===== config.mk =====
export PLATFORM = sky130hd
export DESIGN_NAME = cdb_arbiter
export DESIGN_NICKNAME = d
export VERILOG_FILES = /design/src/rtl/tomasula_types.sv /design/src/rtl/rr_picker.sv /design/src/rtl/cdb_arbiter.sv
export SDC_FILE = /design/constraint.sdc
export NUM_CORES = 1
export LEC_CHECK = 0
export CORE_ASPECT_RATIO = 1.5
export CORE_UTILIZATION = 55
export CTS_CLUSTER_DIAMETER = 30
export CTS_CLUSTER_SIZE = 16
export DETAILED_ROUTE_END_ITERATION = 10
export DONT_BUFFER_PORTS = 1
export MAX_ROUTING_LAYER = met4
export PLACE_DENSITY = 0.73
export SYNTH_ARGS = -nofsm -noshare
export SYNTH_HDL_FRONTEND = slang
export SYNTH_HIERARCHICAL = 1
export SYNTH_SLANG_ARGS = --single-unit

===== constraint.sdc =====
create_clock -name clk -period 18.4 [get_ports clk]
set_input_delay 5.52 -clock clk [delete_from_list [all_inputs] [get_ports clk]]
set_output_delay 5.52 -clock clk [all_outputs]
set_load 0.01 [all_outputs]

===== src/rtl/tomasula_types.sv =====
// Shared Tomasulo datapath types: common-data-bus broadcast slot and default machine sizes.
// Pure declarations; no latency and no flow control of its own.
package tomasula_types;

    localparam int NUM_REQ_DEF   = 6;
    localparam int NUM_PORTS_DEF = 2;
    localparam int TAG_W_DEF     = 3;
    localparam int DATA_W        = 32;

    typedef struct packed {
        logic                 valid;
        logic [TAG_W_DEF-1:0] tag;
        logic [DATA_W-1:0]    data;
    } cdb_slot_t;

    // Position 'off' steps after 'base' on a ring of n requesters.
    function automatic int wrap_idx(input int base, input int off, input int n);
        return (base + off) % n;
    endfunction

endpackage


===== src/rtl/rr_picker.sv =====
// Rotating first-P picker: scans req upward from ptr and grants the first P set bits.
// Purely combinational; last_idx is the final grant in scan order (0 when nothing granted).
// No backpressure of its own; callers qualify gnt with their own stall conditions.
module rr_picker
    import tomasula_types::*;
#(
    parameter int N  = NUM_REQ_DEF,
    parameter int P  = NUM_PORTS_DEF,
    parameter int PW = (N > 1) ? $clog2(N) : 1
) (
    input  logic [N-1:0]  req,
    input  logic [PW-1:0] ptr,
    output logic [N-1:0]  gnt,
    output logic [PW-1:0] last_idx
);

    always_comb begin
        int cnt;
        int idx;
        gnt      = '0;
        last_idx = '0;
        cnt      = 0;
        idx      = 0;
        for (int o = 0; o < N; o++) begin
            idx = wrap_idx(int'(ptr), o, N);
            if (req[idx] && (cnt < P)) begin
                gnt[idx] = 1'b1;
                last_idx = PW'(idx);
                cnt      = cnt + 1;
            end
        end
    end

endmodule


===== src/rtl/cdb_arbiter.sv =====
// Common-data-bus arbiter: grants up to NUM_PORTS producers per cycle round-robin, broadcasts them.
// Latency: req_ready is combinational; the matching cdb slot is valid one cycle after the grant.
// Backpressure: an ungranted producer holds its result; flush_ip or rst forces all req_ready low.
// Build option CDB_ARB_LSQ_PRIORITY_EN: the LSQ (last requester) always owns slot 0 when valid.
module cdb_arbiter
    import tomasula_types::*;
#(
    parameter int NUM_REQ   = NUM_REQ_DEF,
    parameter int NUM_PORTS = NUM_PORTS_DEF,
    parameter int TAG_W     = TAG_W_DEF
) (
    input  logic                       clk,
    input  logic                       rst,
    input  logic                       flush_ip,
    input  logic [NUM_REQ-1:0]         req_valid,
    input  logic [NUM_REQ*TAG_W-1:0]   req_tag,
    input  logic [NUM_REQ*DATA_W-1:0]  req_data,
    output logic [NUM_REQ-1:0]         req_ready,
    output logic [NUM_PORTS-1:0]       cdb_valid,
    output logic [NUM_PORTS*TAG_W-1:0] cdb_tag,
    output logic [NUM_PORTS*DATA_W-1:0] cdb_data,
    output logic [15:0]                stall_cnt
);

    localparam int PW = (NUM_REQ > 1) ? $clog2(NUM_REQ) : 1;

    logic [PW-1:0]        rr_ptr;
    logic [NUM_REQ-1:0]   gnt;
    logic [NUM_REQ-1:0]   rr_gnt;
    logic [PW-1:0]        rr_last;
    logic                 rr_hit;
    logic                 stall_evt;

    logic [NUM_PORTS-1:0] slot_use;
    logic [PW-1:0]        slot_sel [NUM_PORTS];
    cdb_slot_t            slot_nxt [NUM_PORTS];
    cdb_slot_t            slot_q   [NUM_PORTS];

`ifdef CDB_ARB_LSQ_PRIORITY_EN
    localparam int LSQ = NUM_REQ - 1;

    logic                 lsq_vld;
    logic [NUM_REQ-1:0]   rr_req;
    logic [NUM_REQ-1:0]   gnt_full;
    logic [NUM_REQ-1:0]   gnt_short;
    logic [PW-1:0]        last_full;
    logic [PW-1:0]        last_short;

    always_comb begin
        rr_req      = req_valid;
        rr_req[LSQ] = 1'b0;
    end

    assign lsq_vld = req_valid[LSQ];

    // Two pickers: all ports for the ring, or one port fewer once the LSQ claims slot 0.
    rr_picker #(.N(NUM_REQ), .P(NUM_PORTS), .PW(PW)) u_pick_full (
        .req      (rr_req),
        .ptr      (rr_ptr),
        .gnt      (gnt_full),
        .last_idx (last_full)
    );

    rr_picker #(.N(NUM_REQ), .P(NUM_PORTS - 1), .PW(PW)) u_pick_short (
        .req      (rr_req),
        .ptr      (rr_ptr),
        .gnt      (gnt_short),
        .last_idx (last_short)
    );

    always_comb begin
        gnt     = gnt_full;
        rr_gnt  = gnt_full;
        rr_last = last_full;
        if (lsq_vld) begin
            rr_gnt   = gnt_short;
            rr_last  = last_short;
            gnt      = gnt_short;
            gnt[LSQ] = 1'b1;
        end
    end
`else
    rr_picker #(.N(NUM_REQ), .P(NUM_PORTS), .PW(PW)) u_pick (
        .req      (req_valid),
        .ptr      (rr_ptr),
        .gnt      (rr_gnt),
        .last_idx (rr_last)
    );

    assign gnt = rr_gnt;
`endif

    assign rr_hit    = |rr_gnt;
    assign req_ready = (flush_ip || rst) ? '0 : gnt;
    assign stall_evt = !flush_ip && (|(req_valid & ~req_ready));

    // Slot k carries the k-th grant in scan order, so re-walk the ring from rr_ptr.
    always_comb begin
        int k;
        int idx;
        slot_use = '0;
        for (int s = 0; s < NUM_PORTS; s++) begin
            slot_sel[s] = '0;
        end
        k   = 0;
        idx = 0;
`ifdef CDB_ARB_LSQ_PRIORITY_EN
        if (lsq_vld) begin
            slot_use[0] = 1'b1;
            slot_sel[0] = PW'(LSQ);
            k           = 1;
        end
`endif
        for (int o = 0; o < NUM_REQ; o++) begin
            idx = wrap_idx(int'(rr_ptr), o, NUM_REQ);
            if (rr_gnt[idx] && (k < NUM_PORTS)) begin
                slot_use[k] = 1'b1;
                slot_sel[k] = PW'(idx);
                k           = k + 1;
            end
        end
    end

    always_comb begin
        for (int s = 0; s < NUM_PORTS; s++) begin
            slot_nxt[s].valid = slot_use[s] && !flush_ip;
            slot_nxt[s].tag   = TAG_W_DEF'(req_tag[int'(slot_sel[s])*TAG_W +: TAG_W]);
            slot_nxt[s].data  = req_data[int'(slot_sel[s])*DATA_W +: DATA_W];
        end
    end

    always_ff @(posedge clk or posedge rst) begin
        if (rst) begin
            for (int s = 0; s < NUM_PORTS; s++) begin
                slot_q[s] <= '0;
            end
            rr_ptr    <= '0;
            stall_cnt <= '0;
        end else begin
            for (int s = 0; s < NUM_PORTS; s++) begin
                slot_q[s] <= slot_nxt[s];
            end
            if (flush_ip) begin
                rr_ptr <= '0;
            end else if (rr_hit) begin
                rr_ptr <= PW'(wrap_idx(int'(rr_last), 1, NUM_REQ));
            end
            if (stall_evt && (stall_cnt != 16'hFFFF)) begin
                stall_cnt <= stall_cnt + 16'd1;
            end
        end
    end

    for (genvar s = 0; s < NUM_PORTS; s++) begin : g_out
        assign cdb_valid[s]                   = slot_q[s].valid;
        assign cdb_tag[s*TAG_W +: TAG_W]      = TAG_W'(slot_q[s].tag);
        assign cdb_data[s*DATA_W +: DATA_W]   = slot_q[s].data;
    end

endmodule

==> results of run 1 <==
## layout make-up
type	instances	area [µm²]
Clock inverter	7	71.3
Inverter	110	415
Multi-Input combinational cell	990	7030
Fill cell	1695	7630
Clock buffer	9	225
Sequential cell	91	2280
Timing Repair Buffer	13	97.6
Tap cell	217	272
## routing by layer
layer / wire length (µm) / vias up / GRT usage
li1: - / 4767 / -
met1: 13800 / 5151 / 0.439
met2: 18100 / 659 / 0.646
met3: 4040 / 170 / 0.113
met4: 2200 / 0 / 0.227
met5: 0 / - / -
## cells by family (layout without fill, tap and decap cells)
group	Yosys count	count (layout)	synth area share
compound gates	518	518	0.374
simple gates	354	354	0.176
mux	44	44	0.0512
flops	91	91	0.224
fa+ha+maj	50	50	0.0628
buf+inv	215	139	0.0904
xor+xnor	24	24	0.0221
## Yosys cell counts, types with 12 or more instances
cell      count
and3_1       75
nand3_1      22
inv_1       108
mux2i_1      23
a21oi_1      94
clkbuf_1     56
ha_1         47
a311oi_1     34
o21ai_0      24
nor2_1       42
a211oi_1    254
buf_2        28
mux2_2       14
nand2_1     129
dfrtp_1      91
nor3_1       12
xnor2_1      17
## how the worst min path moves through the flow
stage	from	slack, ns	endpoint
finish	stall_cnt[15]	0.57	stall_cnt[15]
floorplan	stall_cnt[9]	0.52	stall_cnt[9]
global route	stall_cnt[14]	0.58	stall_cnt[14]
detailed placement	stall_cnt[14]	0.55	stall_cnt[14]
global placement	stall_cnt[15]	0.55	stall_cnt[15]
CTS	stall_cnt[14]	0.57	stall_cnt[14]
## metrics by stage
stage | worst slack (ns) | util | instance area (µm²) | hold WS [ns] | cells
floorplan | 3.49 | - | 10200 | 0.519 | 1296
global placement | 2.91 | 0.560 | 10100 | 0.548 | 1421
detailed placement | 2.73 | 0.560 | 10100 | 0.552 | 1421
CTS | 3.01 | 0.577 | 10400 | 0.567 | 1437
global route | 2.08 | 0.577 | 10400 | 0.584 | 1437
finish | 2.81 | 0.577 | 10400 | 0.570 | 1437
## state kept, by name, summed over array words and instances, names as in the netlist
register,cells
rr_ptr,3
cdb_valid,2
cdb_tag,6
cdb_data,64
stall_cnt,16
==> flow_summary_export.csv, run 1 <==
group,metric,value,unit
setup_path,worst-path-max-fanout,71,
clock_network,post_cts.repair.setup_buffers,0,
layout,layout_commonest_cell,"a211oi_1",
drt,drc,0,
global_route,grt_pass1_vias,10400,
floorplan,die_h,169,µm
logic_synthesis,synth_top_area_cell,"dfrtp_1",
setup_path,arrival,15.78,ns
logic_synthesis,synth_edf_count,0,
timing,hold_viol_final,0,
timing,slew_headroom,0.139,
setup_path,setup.worst_path.end_class,"flip-flop",
placement,hpwl,26200,µm
layout,drive_above_1_share,0.0787,
floorplan,fp-row-count,60,
logic_synthesis,yosys_warnings,6,
timing,setup-tns-final,0,ns
logic_synthesis,synth_nets,1564,
global_route,antenna_found_initial,0,
logic_synthesis,synth_area_leaders,"dfrtp_1, a211oi_1, ha_1, nand2_1, a21oi_1",
setup_path,slowest_delay,0.83,ns
timing,worstMarginPinSlew,1.29,ns
logic_synthesis,synth_seq_cells,91,
clock_network,numCtsBuffers,9,
clock_network,clk_latency,0.35,ns
run_status,status,"finished, final reports clean",
global_route,grt_pass1_wl,58600,µm
min_path,hp-class,"flip-flop to flip-flop",
min_path,min_path_cells,1,
drt,vias,10700,
timing,rsz0062_at_grt,"no",
drt,ant_nets,0,
layout,layout_common_cells,"a211oi_1, nand2_1, inv_1",
clock_network,holdBufCountCts,0,
placement,port-buffer-count,0,
clock_network,clock-sinks,91,
global_route,grt_max_degree,104,
timing,maxSlewViolCount,0,
logic_synthesis,synth-main-ff-cell,"dfrtp_1",
drt,routed_wl,38200,µm
setup_path,path_common_cell,"ha_1",
setup_path,crit_slowest_cell,"nor3b_1",
flow_run,drv_cap,0,
setup_path,crit_start,"req_valid[1]",
drt,via_per_inst,7.48,
logic_synthesis,netlist_area,10200,µm²
setup_path,crit_required,18.60,ns
clock_network,cts_resized,0,
logic_synthesis,synth_top_area_share,0.224,
logic_synthesis,synth_cells,1296,
clock_network,root_buffer,"clkbuf_16",
logic_synthesis,syn_area_per_cell,7.86,µm²
floorplan,initial_core_util,0.565,
timing,post-route-period-util,0.847,
timing,max_freq,0.0642,GHz
logic_synthesis,synth-seq-area-share,0.224,
clock_network,cts.htree.levels,3,
clock_network,cts_buffer_depth,2,
global_route,track_usage,0.400,
setup_path,crit_buf_inv,3,
setup_path,rr_startpoint,"rr_ptr[0]",
layout,num_antenna_cells,0,
drt,drt-initial-drc-count,1156,
setup_path,path_class,"input port to flip-flop",
setup_path,critical_path.top_delay_family,"simple AND/OR/NAND/NOR gates",
floorplan,die_w,113,µm
setup_path,critPathLaunchType,"input port",
placement,gp_congestion,0.973,
floorplan,dieArea,19100,µm²
timing,skew,0.0138,ns
logic_synthesis,yosysUniqueCellTypes,97,
setup_path,ff2ff_path_depth,35,
clock_network,cts_tree,"yes",
logic_synthesis,async_reset_ff_frac,1.00,
drt,wl_per_cell,26.6,µm
floorplan,core_area,18000,µm²
clock_network,path_clk_slew,0.08,ns
timing,setup_viol,0,
global_route,grt-ovfl-total,0,
floorplan,io_pins,313,
setup_path,rr_endpoint,"cdb_data[5]",
timing,finalCriticalPeriod,15.59,ns
setup_path,critical_path_depth,34,
layout,areaGrowthSynthToFinish,2.02,%
drt,drt_pass1_iterations,5,
layout,final_nets,1483,
setup_path,regToRegSetupSlack,5.55,ns
setup_path,cp-endpoint,"cdb_data[5]",
Power of run 1 is not shown: default switching activity piles up to over one toggle a cycle in this logic, so the estimate is an artifact.
==> run 2: changes to the inputs <==
==> constraint.sdc (replaced) <==
create_clock -name clk -period 16.3 [get_ports clk]
set_input_delay 4.89 -clock clk [delete_from_list [all_inputs] [get_ports clk]]
set_output_delay 4.89 -clock clk [all_outputs]
set_load 0.01 [all_outputs]
==> run 2 against run 1 <==
Net effect: clock skew fell by 0.00060 ns; sequential cell count did not move; highest routed layer unchanged; register-to-register slack got worse by 1.9 ns; critical endpoint is now cdb_tag[4]; final area rose by 0.24%; global-route usage fell by 0.81 points.
==> flow_summary_export.csv, run 2 (synthesis results as in run 1) <==
group,metric,value,unit
global_route,grt_pass1_vias,10500,
setup_path,crit_slowest_cell,"nor3b_1",
drt,ant_nets,0,
layout,largest_register_ff_count,64,
floorplan,die_w,113,µm
timing,rsz0062_at_grt,"no",
drt,via_per_inst,7.56,
timing,setup-tns-final,0,ns
drt,drc,0,
placement,port-buffer-count,0,
placement,dp.cells,1423,
timing,hold_viol_final,0,
clock_network,clk_latency,0.36,ns
setup_path,arrival,14.97,ns
clock_network,post_cts.repair.setup_buffers,0,
layout,drive_above_1_share,0.0802,
layout,fin_cells,1441,
timing,maxSlewViolCount,0,
timing,setup_ws,1.57,ns
setup_path,path_common_cell,"ha_1",
placement,gp_congestion,0.972,
timing,post-route-period-util,0.904,
clock_network,numCtsBuffers,9,
global_route,grt_pass1_wl,57300,µm
drt,wl_per_cell,26.0,µm
clock_network,cts.htree.levels,3,
layout,layout_commonest_cell,"a211oi_1",
floorplan,die_h,169,µm
timing,max_freq,0.0679,GHz
layout,fin_util,0.578,
clock_network,cts_resized,0,
timing,setup_viol,0,
layout,areaGrowthSynthToFinish,2.26,%
global_route,track_usage,0.391,
clock_network,clock-sinks,91,
layout,final_nets,1485,
setup_path,slowest_delay,0.79,ns
global_route,grt_max_degree,104,
min_path,hp-class,"flip-flop to flip-flop",
global_route,antenna_found_initial,2,
drt,routed_wl,37500,µm
floorplan,core_area,18000,µm²
clock_network,path_clk_slew,0.08,ns
clock_network,root_buffer,"clkbuf_16",
floorplan,dieArea,19100,µm²
global_route,grt-ovfl-total,0,
floorplan,fp-row-count,60,
timing,finalCriticalPeriod,14.73,ns
setup_path,worst-path-max-fanout,57,
timing,skew,0.0132,ns
clock_network,holdBufCountCts,0,
setup_path,critPathLaunchType,"input port",
drt,drt_pass1_iterations,6,
run_status,status,"finished, final reports clean",
setup_path,crit_required,16.54,ns
placement,hpwl,26100,µm
flow_run,drv_cap,0,
setup_path,path_class,"input port to flip-flop",
min_path,min_path_cells,1,
setup_path,ff2ff_path_depth,38,
placement,place_ws,1.35,ns
layout,layout_common_cells,"a211oi_1, nand2_1, inv_1",
timing,worstMarginPinSlew,1.19,ns
floorplan,io_pins,313,
drt,drt-initial-drc-count,1228,
layout,nFillCells,1682,
setup_path,setup.worst_path.end_class,"flip-flop",
floorplan,initial_core_util,0.565,
clock_network,cts_buffer_depth,2,
drt,vias,10900,
timing,slew_headroom,0.206,
clock_network,cts_tree,"yes",
## run 2: layout make-up
class                      count  area, µm²  share of cell area
tap                          217        272              0.0261
clock inverter                 7       76.3             0.00733
clock buffer                   9        225              0.0216
antenna                        2       5.00            0.000481
inverter                     110        415              0.0399
sequential                    91       2280               0.219
timing repair buffer          15        113              0.0108
multi-input combinational    990       7030               0.675
## run 2: layer usage
layer	vias up	part of all wire	GRT usage
li1	4760	-	-
met1	5177	0.35	0.415
met2	747	0.47	0.640
met3	204	0.10	0.109
met4	0	0.071	0.250
met5	-	0	-
## run 2: worst paths after layout
path,start,to,slack (ns)
worst max-delay path,req_valid[1],cdb_tag[4],1.57
worst min-delay path,stall_cnt[7],stall_cnt[7],0.56
worst max register to register,rr_ptr[0],cdb_tag[4],3.68
worst min register to register,stall_cnt[7],stall_cnt[7],0.56
max in group asynchronous,rst,rr_ptr[0],10.71
min in group asynchronous,rst,cdb_valid[1],4.46
## run 2: metrics by stage
stage	area (µm²)	hold slack (ns)
detailed placement	10100	0.541
finish	10400	0.556
floorplan	10200	0.519
global route	10400	0.567
CTS	10400	0.556
global placement	10100	0.540
## run 2: worst max-delay path, delay by kind of cell
| kind | cells | cell delay, ns |
|---|---|---|
| AND/OR/NAND/NOR | 11 | 2.72 |
| buffers and inverters | 4 | 0.87 |
| AO/OA/AOI/OAI | 12 | 3.27 |
| multiplexers | 3 | 0.89 |
| adder cells (fa/ha/maj) | 7 | 2.25 |
Power of run 2 is left out for the same reason.
